[config.mk]
export PLATFORM = sky130hd
export DESIGN_NAME = id_ex_stage
export DESIGN_NICKNAME = d
export VERILOG_FILES = /design/src/rtl/id_ex_stage.sv
export SDC_FILE = /design/constraint.sdc
export NUM_CORES = 1
export LEC_CHECK = 0
export BUFFER_PORTS_ARGS = -buffer_cell sky130_fd_sc_hd__buf_2
export CORE_UTILIZATION = 30
export CTS_CLUSTER_SIZE = 40
export DETAILED_ROUTE_END_ITERATION = 8
export GPL_ROUTABILITY_DRIVEN = 0
export PLACE_DENSITY = 0.64
export SLEW_MARGIN = 20
export SYNTH_ARGS = -nofsm -noshare
export SYNTH_HDL_FRONTEND = slang
export SYNTH_SLANG_ARGS = --single-unit
[constraint.sdc]
create_clock -name clk -period 6.51 [get_ports clk]
set_clock_uncertainty 0.15 [all_clocks]
set_input_delay 1.302 -clock clk [delete_from_list [all_inputs] [get_ports clk]]
set_output_delay 1.302 -clock clk [all_outputs]
set_load 0.01 [all_outputs]
[src/rtl/id_ex_stage.sv]
// ID/EX pipeline register with operand forwarding, load-use hazard detection and a stall counter.
// Latency: one cycle from an accepted id_valid/id_ready transfer to ex_valid.
// Backpressure: ex_ready low holds the payload and drops id_ready; a load-use hazard also drops id_ready.
module id_ex_stage #(
    parameter logic [2:0] NOP_ALUOP = 3'b000,
    parameter int         CNT_W     = 16
) (
    input  logic             clk,
    input  logic             rst_n,
    // decode side
    input  logic             id_valid,
    output logic             id_ready,
    input  logic [2:0]       id_alu_op,
    input  logic [31:0]      id_rs1_data,
    input  logic [31:0]      id_rs2_data,
    input  logic [31:0]      id_imm,
    input  logic [4:0]       id_rs1,
    input  logic [4:0]       id_rs2,
    input  logic [4:0]       id_rd,
    input  logic             id_alu_src,
    input  logic             id_reg_write,
    input  logic             id_mem_read,
    // execute side
    output logic             ex_valid,
    input  logic             ex_ready,
    output logic [2:0]       ex_alu_op,
    output logic [31:0]      ex_a,
    output logic [31:0]      ex_b,
    output logic [31:0]      ex_store_data,
    output logic [4:0]       ex_rd,
    output logic             ex_reg_write,
    output logic             ex_mem_read,
    // forwarding sources
    input  logic             fwd1_we,
    input  logic [4:0]       fwd1_rd,
    input  logic [31:0]      fwd1_data,
    input  logic             fwd2_we,
    input  logic [4:0]       fwd2_rd,
    input  logic [31:0]      fwd2_data,
    // control and status
    input  logic             flush,
    output logic             load_use_stall,
    input  logic             cnt_clr,
    output logic [CNT_W-1:0] stall_cnt
);

    typedef struct packed {
        logic [2:0]  alu_op;
        logic [31:0] a;
        logic [31:0] b;
        logic [31:0] store_data;
        logic [4:0]  rd;
        logic        reg_write;
        logic        mem_read;
    } ex_pay_t;

    localparam ex_pay_t EX_RST = '{
        alu_op:     NOP_ALUOP,
        a:          32'd0,
        b:          32'd0,
        store_data: 32'd0,
        rd:         5'd0,
        reg_write:  1'b0,
        mem_read:   1'b0
    };

    ex_pay_t          ex_q;
    ex_pay_t          ex_d;
    ex_pay_t          cap_pay;
    logic             ex_vld_q;
    logic             ex_vld_d;
    logic             id_fire;
    logic             retire;
    logic             rs1_hit;
    logic             rs2_hit;
    logic [31:0]      rs1_fwd_dat;
    logic [31:0]      rs2_fwd_dat;
    logic [CNT_W-1:0] stall_cnt_q;

    // Nearer stage (EX/MEM) wins; x0 never forwards.
    function automatic logic [31:0] fwd_pick(
        input logic [4:0]  r,
        input logic [31:0] reg_dat,
        input logic        we1,
        input logic [4:0]  rd1,
        input logic [31:0] dat1,
        input logic        we2,
        input logic [4:0]  rd2,
        input logic [31:0] dat2
    );
        logic [31:0] res;
        res = reg_dat;
        if (r != 5'd0) begin
            if (we1 && (rd1 == r)) begin
                res = dat1;
            end else if (we2 && (rd2 == r)) begin
                res = dat2;
            end
        end
        return res;
    endfunction

    assign rs1_fwd_dat = fwd_pick(id_rs1, id_rs1_data, fwd1_we, fwd1_rd, fwd1_data,
                                  fwd2_we, fwd2_rd, fwd2_data);
    assign rs2_fwd_dat = fwd_pick(id_rs2, id_rs2_data, fwd1_we, fwd1_rd, fwd1_data,
                                  fwd2_we, fwd2_rd, fwd2_data);

    // rs2 only matters to the hazard when it feeds the ALU, not the immediate.
    assign rs1_hit        = (ex_q.rd == id_rs1);
    assign rs2_hit        = (ex_q.rd == id_rs2) && !id_alu_src;
    assign load_use_stall = ex_vld_q && ex_q.mem_read && (ex_q.rd != 5'd0)
                            && (rs1_hit || rs2_hit) && id_valid;

    assign id_ready = (!ex_vld_q || ex_ready) && !load_use_stall;
    assign id_fire  = id_valid && id_ready;

    always_comb begin
        cap_pay            = EX_RST;
        cap_pay.alu_op     = id_alu_op;
        cap_pay.a          = rs1_fwd_dat;
        cap_pay.b          = id_alu_src ? id_imm : rs2_fwd_dat;
        cap_pay.store_data = rs2_fwd_dat;
        cap_pay.rd         = id_rd;
        cap_pay.reg_write  = id_reg_write;
        cap_pay.mem_read   = id_mem_read;
    end

    // A load-use bubble is just a drain with no refill, since id_ready is low then.
    assign retire = flush || (!id_fire && ex_vld_q && ex_ready);

    always_comb begin
        ex_vld_d = ex_vld_q;
        ex_d     = ex_q;
        if (retire) begin
            ex_vld_d       = 1'b0;
            ex_d.alu_op    = NOP_ALUOP;
            ex_d.reg_write = 1'b0;
            ex_d.mem_read  = 1'b0;
        end else if (id_fire) begin
            ex_vld_d = 1'b1;
            ex_d     = cap_pay;
        end
    end

    always_ff @(posedge clk or negedge rst_n) begin
        if (!rst_n) begin
            ex_vld_q <= 1'b0;
            ex_q     <= EX_RST;
        end else begin
            ex_vld_q <= ex_vld_d;
            ex_q     <= ex_d;
        end
    end

    always_ff @(posedge clk or negedge rst_n) begin
        if (!rst_n) begin
            stall_cnt_q <= '0;
        end else if (cnt_clr) begin
            stall_cnt_q <= '0;
        end else if (load_use_stall && (stall_cnt_q != {CNT_W{1'b1}})) begin
            stall_cnt_q <= stall_cnt_q + CNT_W'(1);
        end
    end

    assign ex_valid      = ex_vld_q;
    assign ex_alu_op     = ex_q.alu_op;
    assign ex_a          = ex_q.a;
    assign ex_b          = ex_q.b;
    assign ex_store_data = ex_q.store_data;
    assign ex_rd         = ex_q.rd;
    assign ex_reg_write  = ex_q.reg_write;
    assign ex_mem_read   = ex_q.mem_read;
    assign stall_cnt     = stall_cnt_q;

endmodule

==> results of run 1 <==
cell families (layout without fill, tap and decap cells):
family / after synthesis / after routing / share of synthesized area (%)
and+or+nand+nor: 351 / 351 / 25.40
AOI/OAI and AO/OA: 192 / 192 / 20.19
DFF: 123 / 123 / 44.95
buffers and inverters: 69 / 365 / 4.732
xor gates and xnor gates: 33 / 33 / 4.221
muxes: 2 / 2 / 0.3289
adders and majority gates: 1 / 1 / 0.1827
other: 0 / 2 / 0
worst min-delay path: stages, from the launching register on:
cell and delay (ps):
dfrtp_1 330, nand2_1 50, o31ai_1 50
cells in the mapped netlist, drive strengths merged:
| library cell | instances |
|---|---|
| and4 | 3 |
| nor3b | 1 |
| o31ai | 69 |
| a22o | 5 |
| nor3 | 4 |
| o211ai | 32 |
| o32a | 1 |
| nand2b | 4 |
| xor2 | 18 |
| a21boi | 1 |
| o21ai | 38 |
| nand2 | 122 |
| and2 | 2 |
| xnor2 | 15 |
| a21oi | 13 |
| buf | 32 |
| dfrtp | 123 |
| or4 | 7 |
| nor2b | 3 |
| o221ai | 32 |
| inv | 2 |
| or3 | 69 |
| nor2 | 46 |
| or2 | 33 |
| ha | 1 |
| nand3 | 43 |
| mux2 | 2 |
| clkbuf | 35 |
| o32ai | 1 |
| nand4 | 7 |
| nor4 | 7 |
flip-flops by register name, summed over array words and instances (netlist names):
| register | count |
|---|---|
| ex_a | 32 |
| ex_store_data | 32 |
| ex_reg_write | 1 |
| ex_mem_read | 1 |
| ex_b | 32 |
| ex_alu_op | 3 |
| ex_rd | 5 |
| stall_cnt | 16 |
| ex_valid | 1 |
power groups by stage:
stage               Sequential, W  Clock, W  Combinational (W)
finish                   0.000939  0.000996           0.000492
global route             0.000951   0.00105           0.000544
global placement         0.000947         0           0.000490
floorplan                0.000991         0           0.000188
detailed placement       0.000948         0           0.000496
CTS                      0.000938   0.00102           0.000496
stage by stage:
stage                     utilization (%)  cells  instance area (sq um)  power (W)  hold slack [ps]
after floorplan                         -    771                   6848   0.001180            361.1
after global placement              39.09   1315                   8637   0.001437            305.6
after detailed placement            39.09   1315                   8637   0.001444            311.1
after CTS                           41.86   1347                   9248   0.002450            323.6
after global routing                41.88   1349                   9253   0.002549            343.1
final                               41.88   1349                   9253   0.002427            317.2
path summary, 6_finish.rpt:
path                       startpoint       end  slack (ps)  cells past startpoint
setup / recovery            id_rs2[2]  ex_b[10]        2320                      7
hold / removal               ex_a[11]  ex_a[11]         320                      2
setup reg to reg             ex_rd[1]  ex_a[23]        3790                      6
hold reg to reg              ex_a[11]  ex_a[11]         320                      2
max in group asynchronous       rst_n   ex_b[4]        4220                      2
min in group asynchronous       rst_n  ex_b[18]         720                      1
cells in the final DEF, fill, tap and decap left out, types with 2 or more instances in the layout:
cell,instances
mux2_2,2
clkbuf_1,2
and4_1,3
clkinvlp_4,4
o21ai_0,27
diode_2,2
xnor2_1,15
o21ai_1,10
buf_2,322
nor2b_1,3
dfrtp_1,123
clkbuf_16,17
a21oi_1,11
nor4_1,7
nor3_1,4
nor2_1,44
a21oi_4,2
inv_6,2
clkinv_4,3
nor2_4,2
or3_1,69
o211ai_1,32
and2_1,2
xor2_1,18
nand3_1,41
inv_1,2
or4_1,7
a22o_1,5
bufinv_16,3
nand2b_2,3
o221ai_1,32
or2_2,33
o31ai_1,69
nand4_1,7
nand2_1,122
buf_4,8
nand3_2,2
metal layers:
layer / vias up / track usage (%) / part of all wire [%]
li1: 3384 / - / -
met1: 3514 / 29.52 / 44
met2: 345 / 37.62 / 47
met3: 38 / 6.011 / 7.4
met4: 0 / 8.706 / 2.0
met5: - / 0 / 0
final cells by class:
type	count	area share, %
Sequential cell	123	33.27
Timing Repair Buffer	331	18.19
Tap cell	280	3.786
Multi-Input combinational cell	579	38.03
Inverter	2	0.08114
Clock inverter	12	1.771
Clock buffer	20	4.828
Antenna cell	2	0.05409
==> flow_summary_export.csv, run 1 <==
group,metric,value,unit
pwr,p_leak,4.323,nW
layout,n_fill_cell,2269,
global_routing,antenna_found_initial,2,
worst_setup_path,path_max_fanout,34,
logic_synthesis,synth_cells,771,
clocking,worstSkewPairLatency,420,ps
clocking,cts.sinks,123,
global_routing,grt_pass1_vias,7497,
worst_setup_path,critPathTopFamily,"compound AO/OA/AOI/OAI gates",
drt,drc,0,
sta,maxSlewViolCount,0,
clocking,post_cts.repair.setup_buffers,0,
layout,ff_latch_area,3078,sq um
clocking,cts_max_path_buffers,2,
sta,finalHoldViolCount,0,
pwr,ir_drop,0.1433,mV
floorplanning,die_area,23430,sq um
pwr,combPwrFrac,20.3,%
global_routing,track_usage,23.17,%
pwr,intPower,0.001696,W
global_routing,grt_pass1_wl,42.03,mm
layout,multi_input_area,3518,sq um
status,run_status,"finished clean",
drt,ant_nets,0,
pwr,p_seq_share,38.7,%
floorplanning,coreArea,22090,sq um
logic_synthesis,ys_seq_elements,123,
worst_setup_path,slowest_stage,"a21oi_4",
layout,nets,1254,
logic_synthesis,synthTopCellsByArea,"dfrtp_1 45%, o31ai_1 7.6%, nand2_1 6.7%, or3_1 6.3%, o221ai_1 4.1%",
floorplanning,start_util,30.99,%
global_routing,grt_max_degree,87,
clocking,cts-root-buf,"clkbuf_16",
drt,drtIter0Drc,389,
floorplanning,die_h,153.1,um
place,portBuffers,323,
sta,rsz0062_at_grt,"false",
logic_synthesis,ys_seq_area_share,44.95,%
clocking,post_cts_resized,0,
worst_setup_path,critical_path_class,"in2reg",
worst_setup_path,slowest_delay,1150,ps
sta,fin_ws,2323,ps
drt,vias,7281,
clocking,cts_tree,"yes",
pwr,p_sw,0.0007306,W
floorplanning,rows,54,
clocking,numCtsBuffers,17,
sta,fin_crit_sh,64.31,%
drt,drt-total-wl,26.70,mm
logic_synthesis,synth_top_area_share,44.95,%
worst_setup_path,critPathBufInv,1,
drt,via_per_inst,5.397,
sta,max_slew.worst_pin.slew,1144,ps
clocking,clkTransAtPathRegs,60,ps
layout,area_growth,35.12,%
flow_run,cap_violations,0,
logic_synthesis,netlist_area,6848,sq um
place,post-place-ws,1855,ps
floorplanning,die_w,153.1,um
sta,max_freq,238.9,MHz
pwr,netSwitchingFraction,30.10,%
global_routing,grt-ovfl-total,0,
clocking,postCtsHoldBufs,0,
floorplanning,io_pins,324,
pwr,p_clk_share,41.0,%
worst_setup_path,cp_cell_sequence,"buf_2, xor2_1, nor4_1, nand3_2, a21oi_4, o221ai_1, o211ai_1",
layout,drive_gt1_share,38.24,%
place,post-dp-hpwl,18.34,mm
sta,fin_tns_setup,0,ps
worst_setup_path,cp.required,6670,ps
logic_synthesis,post-synth-top-area-cell,"dfrtp_1",
worst_hold_path,hp-class,"reg2reg",
logic_synthesis,ys_types,37,
logic_synthesis,synth.avg_cell_area,8.882,sq um
pwr,p_per_area,262.3,nW/um^2
sta,setup_viol,0,
drt,wire_per_inst,19.79,um
logic_synthesis,syn-num-nets,971,
worst_setup_path,cp.arrival,4350,ps
clocking,h-tree-depth,4,
logic_synthesis,synth_warnings,0,
sta,max-slew-margin-rel,23.55,%
sta,min_period,4187,ps
worst_setup_path,cp-start-kind,"input pin",
worst_setup_path,end_kind,"flip-flop",
drt,first_pass_iters,4,
(Power assumes the default switching activity.)
==> run 2: changes to the inputs <==
--- a/config.mk
+++ b/config.mk
@@ -10,7 +10,7 @@
 export CTS_CLUSTER_SIZE = 40
 export DETAILED_ROUTE_END_ITERATION = 8
 export GPL_ROUTABILITY_DRIVEN = 0
-export PLACE_DENSITY = 0.64
+export PLACE_DENSITY = 0.66
 export SLEW_MARGIN = 20
 export SYNTH_ARGS = -nofsm -noshare
 export SYNTH_HDL_FRONTEND = slang
==> constraint.sdc (replaced) <==
create_clock -name clk -period 3.8 [get_ports clk]
set_clock_uncertainty 0.15 [all_clocks]
set_input_delay 0.76 -clock clk [delete_from_list [all_inputs] [get_ports clk]]
set_output_delay 0.76 -clock clk [all_outputs]
set_load 0.01 [all_outputs]
==> run 2 against run 1 <==
Global-route usage is 0.97 points lower. Critical endpoint is now id_ready. Final area is 1.9% higher. Die area stayed put. First-iteration DRC count is 2.6% higher. Power is 72% higher. Critical path type is now in2out. Clock power is 73% higher.
==> flow_summary_export.csv, run 2 (synthesis results as in run 1) <==
group,metric,value,unit
status,run_status,"finished clean",
drt,drtIter0Drc,399,
clocking,cts.sinks,123,
sta,max_slew.worst_pin.slew,681.6,ps
global_routing,grt_pass1_wl,40.12,mm
clocking,clkTransAtPathRegs,60,ps
worst_hold_path,hp-class,"in2async",
global_routing,antenna_found_initial,3,
clocking,worstSkewPairLatency,410,ps
global_routing,grt_util_met1,28.43,%
global_routing,grt_max_degree,87,
sta,min_period,3027,ps
layout,instances_no_fill,1366,
clocking,cts_max_path_buffers,2,
drt,vias,7257,
global_routing,grt-ovfl-total,0,
worst_setup_path,cp.required,2890,ps
drt,drt-total-wl,26.17,mm
layout,layout_common_cells,"322 x buf_2, 123 x dfrtp_1, 122 x nand2_1, 69 x or3_1, 69 x o31ai_1",
drt,via_per_inst,5.313,
layout,nets,1270,
global_routing,grtUsageMet2,36.46,%
floorplanning,coreArea,22090,sq um
pwr,ir_drop,0.2334,mV
worst_setup_path,path_max_fanout,4,
drt,ant_nets,0,
pwr,p_per_area,442.8,nW/um^2
sta,fin_crit_sh,79.66,%
global_routing,met3_usage,5.387,%
pwr,p_seq_share,38.4,%
pwr,p_sw,0.001242,W
flow_run,cap_violations,0,
sta,fin_ws,772.9,ps
sta,rsz0062_at_grt,"false",
sta,max-slew-margin-rel,54.56,%
clocking,post_cts.repair.setup_buffers,0,
pwr,netSwitchingFraction,29.73,%
clocking,postCtsHoldBufs,0,
pwr,p_leak,4.426,nW
global_routing,grt_pass1_vias,7131,
sta,maxSlewViolCount,0,
place,post-dp-hpwl,19.22,mm
floorplanning,die_h,153.1,um
place,post-place-ws,658.2,ps
worst_setup_path,cp.arrival,2120,ps
global_routing,grt-busiest-layer,"met2",
drt,wire_per_inst,19.16,um
layout,area_growth,37.71,%
floorplanning,die_w,153.1,um
place,portBuffers,323,
global_routing,track_usage,22.20,%
floorplanning,start_util,30.99,%
clocking,numCtsBuffers,17,
pwr,combPwrFrac,20.4,%
sta,fin_hold_ws,168.6,ps
sta,fin_tns_setup,0,ps
clocking,post_cts_resized,0,
drt,drc,0,
worst_setup_path,critical_path_class,"in2out",
floorplanning,die_area,23430,sq um
pwr,intPower,0.002935,W
pwr,p_clk_share,41.2,%
sta,finalHoldViolCount,0,
clocking,h-tree-depth,4,
layout,final_common_cell,"buf_2",
sta,setup_viol,0,
worst_setup_path,end_kind,"output pin",
clocking,cts_tree,"yes",
layout,drive_gt1_share,39.15,%
clocking,cts-root-buf,"clkbuf_16",
sta,max_freq,330.4,MHz
place,place_inst,1331,
floorplanning,io_pins,324,
worst_setup_path,cp-start-kind,"input pin",
drt,first_pass_iters,5,
floorplanning,rows,54,
==> run 2: path summary, 6_finish.rpt <==
path | cells past startpoint | slack, ps | from | end
max | 8 | 770 | id_rs2[0] | id_ready
min | 1 | 170 | rst_n | ex_store_data[17]
max reg2reg | 6 | 1120 | ex_rd[1] | stall_cnt[14]
min reg2reg | 2 | 320 | ex_a[29] | ex_a[29]
max in group asynchronous | 2 | 2540 | rst_n | ex_a[2]
min in group clk | 2 | 320 | ex_a[29] | ex_a[29]
==> run 2: worst max-delay path, cell delays in order <==
cell	delay, ps
buf_2	150
xnor2_1	170
nand4_1	200
o32ai_4	430
nand2_1	120
inv_1	100
nor2_1	40
buf_2	140
==> run 2: power groups by stage <==
stage	Sequential (W)	Clock, W	Combinational (W)
after floorplan	0.00170	0	0.000323
after global placement	0.00162	0	0.000847
after detailed placement	0.00162	0	0.000860
after CTS	0.00160	0.00177	0.000861
after global routing	0.00162	0.00183	0.000938
final	0.00160	0.00172	0.000852
==> run 2: metal layers <==
layer / vias to the layer above / routed length, um
met5: - / 0
li1: 3418 / -
met1: 3472 / 11300
met3: 30 / 2030
met4: 0 / 458
met2: 337 / 12380
==> run 2: metrics by stage <==
stage | power [W] | area [sq um] | util (%)
CTS | 0.004230 | 9423 | 42.65
global route | 0.004388 | 9428 | 42.67
global placement | 0.002462 | 8802 | 39.84
finish | 0.004176 | 9430 | 42.68
detailed placement | 0.002481 | 8802 | 39.84
floorplan | 0.002021 | 6848 | -
==> run 2: area by class of cell <==
type / instances / area, sq um
Fill cell: 2249 / 12660
Multi-Input combinational cell: 579 / 3513
Sequential cell: 123 / 3078
Timing Repair Buffer: 347 / 1853
Clock buffer: 20 / 456.7
Tap cell: 280 / 350.3
Clock inverter: 12 / 163.9
Inverter: 2 / 7.507
Antenna cell: 3 / 7.507
==> run 3: changes to the inputs <==
--- a/config.mk
+++ b/config.mk
@@ -10,7 +10,7 @@
 export CTS_CLUSTER_SIZE = 40
 export DETAILED_ROUTE_END_ITERATION = 8
 export GPL_ROUTABILITY_DRIVEN = 0
-export PLACE_DENSITY = 0.66
+export PLACE_DENSITY = 0.64
 export SLEW_MARGIN = 20
 export SYNTH_ARGS = -nofsm -noshare
 export SYNTH_HDL_FRONTEND = slang
==> constraint.sdc (replaced) <==
create_clock -name clk -period 2.89 [get_ports clk]
set_clock_uncertainty 0.15 [all_clocks]
set_input_delay 0.578 -clock clk [delete_from_list [all_inputs] [get_ports clk]]
set_output_delay 0.578 -clock clk [all_outputs]
set_load 0.01 [all_outputs]
==> run 3 against run 2 <==
Setup slack worse by 670 ps. Flip-flop and latch count did not move. Largest cell class unchanged. Utilization rose by 0.82 points. Die area did not move. Via count up 0.55%. Global-route usage grew 0.15 points. Critical endpoint unchanged. Final area rose by 1.9%. First-iteration DRC count grew 0.25%. Wire length down 0.63%.
==> flow_summary_export.csv, run 3 (synthesis results as in run 1) <==
group,metric,value,unit
status,run_status,"finished clean",
sta,max_freq,358.2,MHz
sta,fin_crit_sh,96.61,%
drt,wire_per_inst,18.98,um
clocking,cts.sinks,123,
floorplanning,die_h,153.1,um
pwr,netSwitchingFraction,29.34,%
clocking,cts_tree,"yes",
layout,antenna_cells,0,
layout,final_util,43.50,%
flow_run,cap_violations,0,
floorplanning,coreArea,22090,sq um
global_routing,grt_max_degree,87,
clocking,numCtsBuffers,17,
worst_hold_path,hp-class,"in2reg",
layout,area_growth,40.36,%
floorplanning,rows,54,
layout,stdcell_area,9612,sq um
pwr,p_leak,4.504,nW
global_routing,track_usage,22.35,%
pwr,ir_drop,0.3204,mV
pwr,p_per_area,583.2,nW/um^2
worst_setup_path,cp_cell_sequence,"xnor2_1, nand4_1, o32ai_4, buf_6, nand2_1, inv_1, nor2_1, buf_2",
layout,drive_gt1_share,39.82,%
pwr,combPwrFrac,20.4,%
sta,setup_viol,0,
place,portBuffers,323,
worst_setup_path,cp.arrival,2060,ps
global_routing,grt_pass1_wl,40.68,mm
worst_setup_path,slowest_stage,"dfrtp_2",
pwr,p_sw,0.001645,W
worst_setup_path,cp.required,2160,ps
worst_setup_path,path_max_fanout,5,
worst_setup_path,reg2reg_depth,8,
layout,nets,1277,
sta,max_slew.worst_pin.slew,593.3,ps
drt,first_pass_iters,5,
worst_setup_path,end_kind,"output pin",
worst_setup_path,cp-start-kind,"flip-flop",
global_routing,antenna_found_initial,0,
floorplanning,io_pins,324,
sta,finalHoldViolCount,0,
sta,maxSlewViolCount,0,
floorplanning,die_area,23430,sq um
sta,min_period,2792,ps
sta,fin_tns_setup,0,ps
clocking,worstSkewPairLatency,410,ps
pwr,intPower,0.003961,W
drt,drtIter0Drc,400,
floorplanning,die_w,153.1,um
place,placed_area,8945,sq um
global_routing,grt_pass1_vias,7250,
drt,ant_nets,0,
layout,final_common_cell,"buf_2",
clocking,cts-root-buf,"clkbuf_16",
sta,max-slew-margin-rel,60.45,%
worst_setup_path,slowest_delay,450,ps
worst_setup_path,critical_path_class,"reg2out",
place,post-dp-hpwl,18.88,mm
clocking,cts_max_path_buffers,2,
floorplanning,start_util,30.99,%
layout,layout_common_cells,"322 x buf_2, 122 x nand2_1, 121 x dfrtp_1, 69 x or3_1, 69 x o31ai_1",
drt,vias,7297,
clocking,h-tree-depth,4,
drt,via_per_inst,5.326,
global_routing,grt-ovfl-total,0,
pwr,p_seq_share,37.6,%
drt,drc,0,
pwr,p_clk_share,42.0,%
drt,drt-total-wl,26.01,mm
clocking,clkTransAtPathRegs,60,ps
worst_hold_path,min_path_cells,2,
[run 3: cell types whose count changed in the layout (fill, tap and decap cells not counted), sizes merged]
cell         delta
buf             +6
bufinv          +1
dlygate4sd3     +1
clkbuf          -1
diode           -3
[run 3: what timing repair did]
action	in CTS	in global routing
setup buffers	0	1
gates resized for setup	0	3
setup endpoints to repair	0	1
endpoints found under the hold margin	24	0
hold buffers	1	0
[run 3: path summary, 6_finish.rpt]
kind                            slack (ps)                end      from
worst max-delay path                   100           id_ready  ex_rd[2]
worst min-delay path                   210           ex_valid     flush
worst max register to register         390           ex_b[22]  ex_rd[0]
worst min register to register         320           ex_a[11]  ex_a[11]
max in group asynchronous             1280           ex_rd[2]     rst_n
min in group asynchronous              440  ex_store_data[16]     rst_n
[run 3: per-layer routing]
metal / routed length, um / up-vias / GRT usage [%] / share of wire, %
met3: 2002 / 29 / 5.897 / 7.7
met2: 12290 / 348 / 36.83 / 47
met1: 11200 / 3490 / 28.37 / 43
met5: 0 / - / 0 / 0
li1: - / 3430 / - / -
met4: 516 / 0 / 7.263 / 2.0
[run 3: stage by stage]
step	std cells	total power [W]	hold WS [ps]	setup slack (ps)
2_1_floorplan	771	0.002657	132.4	575.0
3_3_place_gp	1336	0.003262	305.4	203.5
3_5_place_dp	1336	0.003281	310.2	193.9
4_1_cts	1369	0.005670	182.1	81.30
5_1_grt	1370	0.005886	204.8	-7.975
6_report	1370	0.005606	212.4	98.03
[run 3: final cells by class]
class	instances	area, sq um
fillers	2236	12480
multi-input cells	579	3518
flip-flops and latches	123	3080
repair buffers	354	2012
clock buffers	19	452.9
well taps	280	350.3
clock inverters	13	190.2
inverters	2	7.507
[run 3: worst max-delay path, delay by kind of cell (launching register included)]
| family | cells | cell delay, ps |
|---|---|---|
| AO/OA/AOI/OAI | 1 | 360 |
| XOR/XNOR | 1 | 160 |
| buffers and inverters | 3 | 370 |
| flip-flops | 1 | 450 |
| AND/OR/NAND/NOR | 3 | 320 |
[run 3: power groups by stage]
stage | Sequential (W) | Clock (W) | Combinational, W
final | 0.00211 | 0.00235 | 0.00114
after global routing | 0.00214 | 0.00250 | 0.00125
after CTS | 0.00211 | 0.00241 | 0.00115
after detailed placement | 0.00213 | 0 | 0.00115
after global placement | 0.00213 | 0 | 0.00113
after floorplan | 0.00223 | 0 | 0.000424
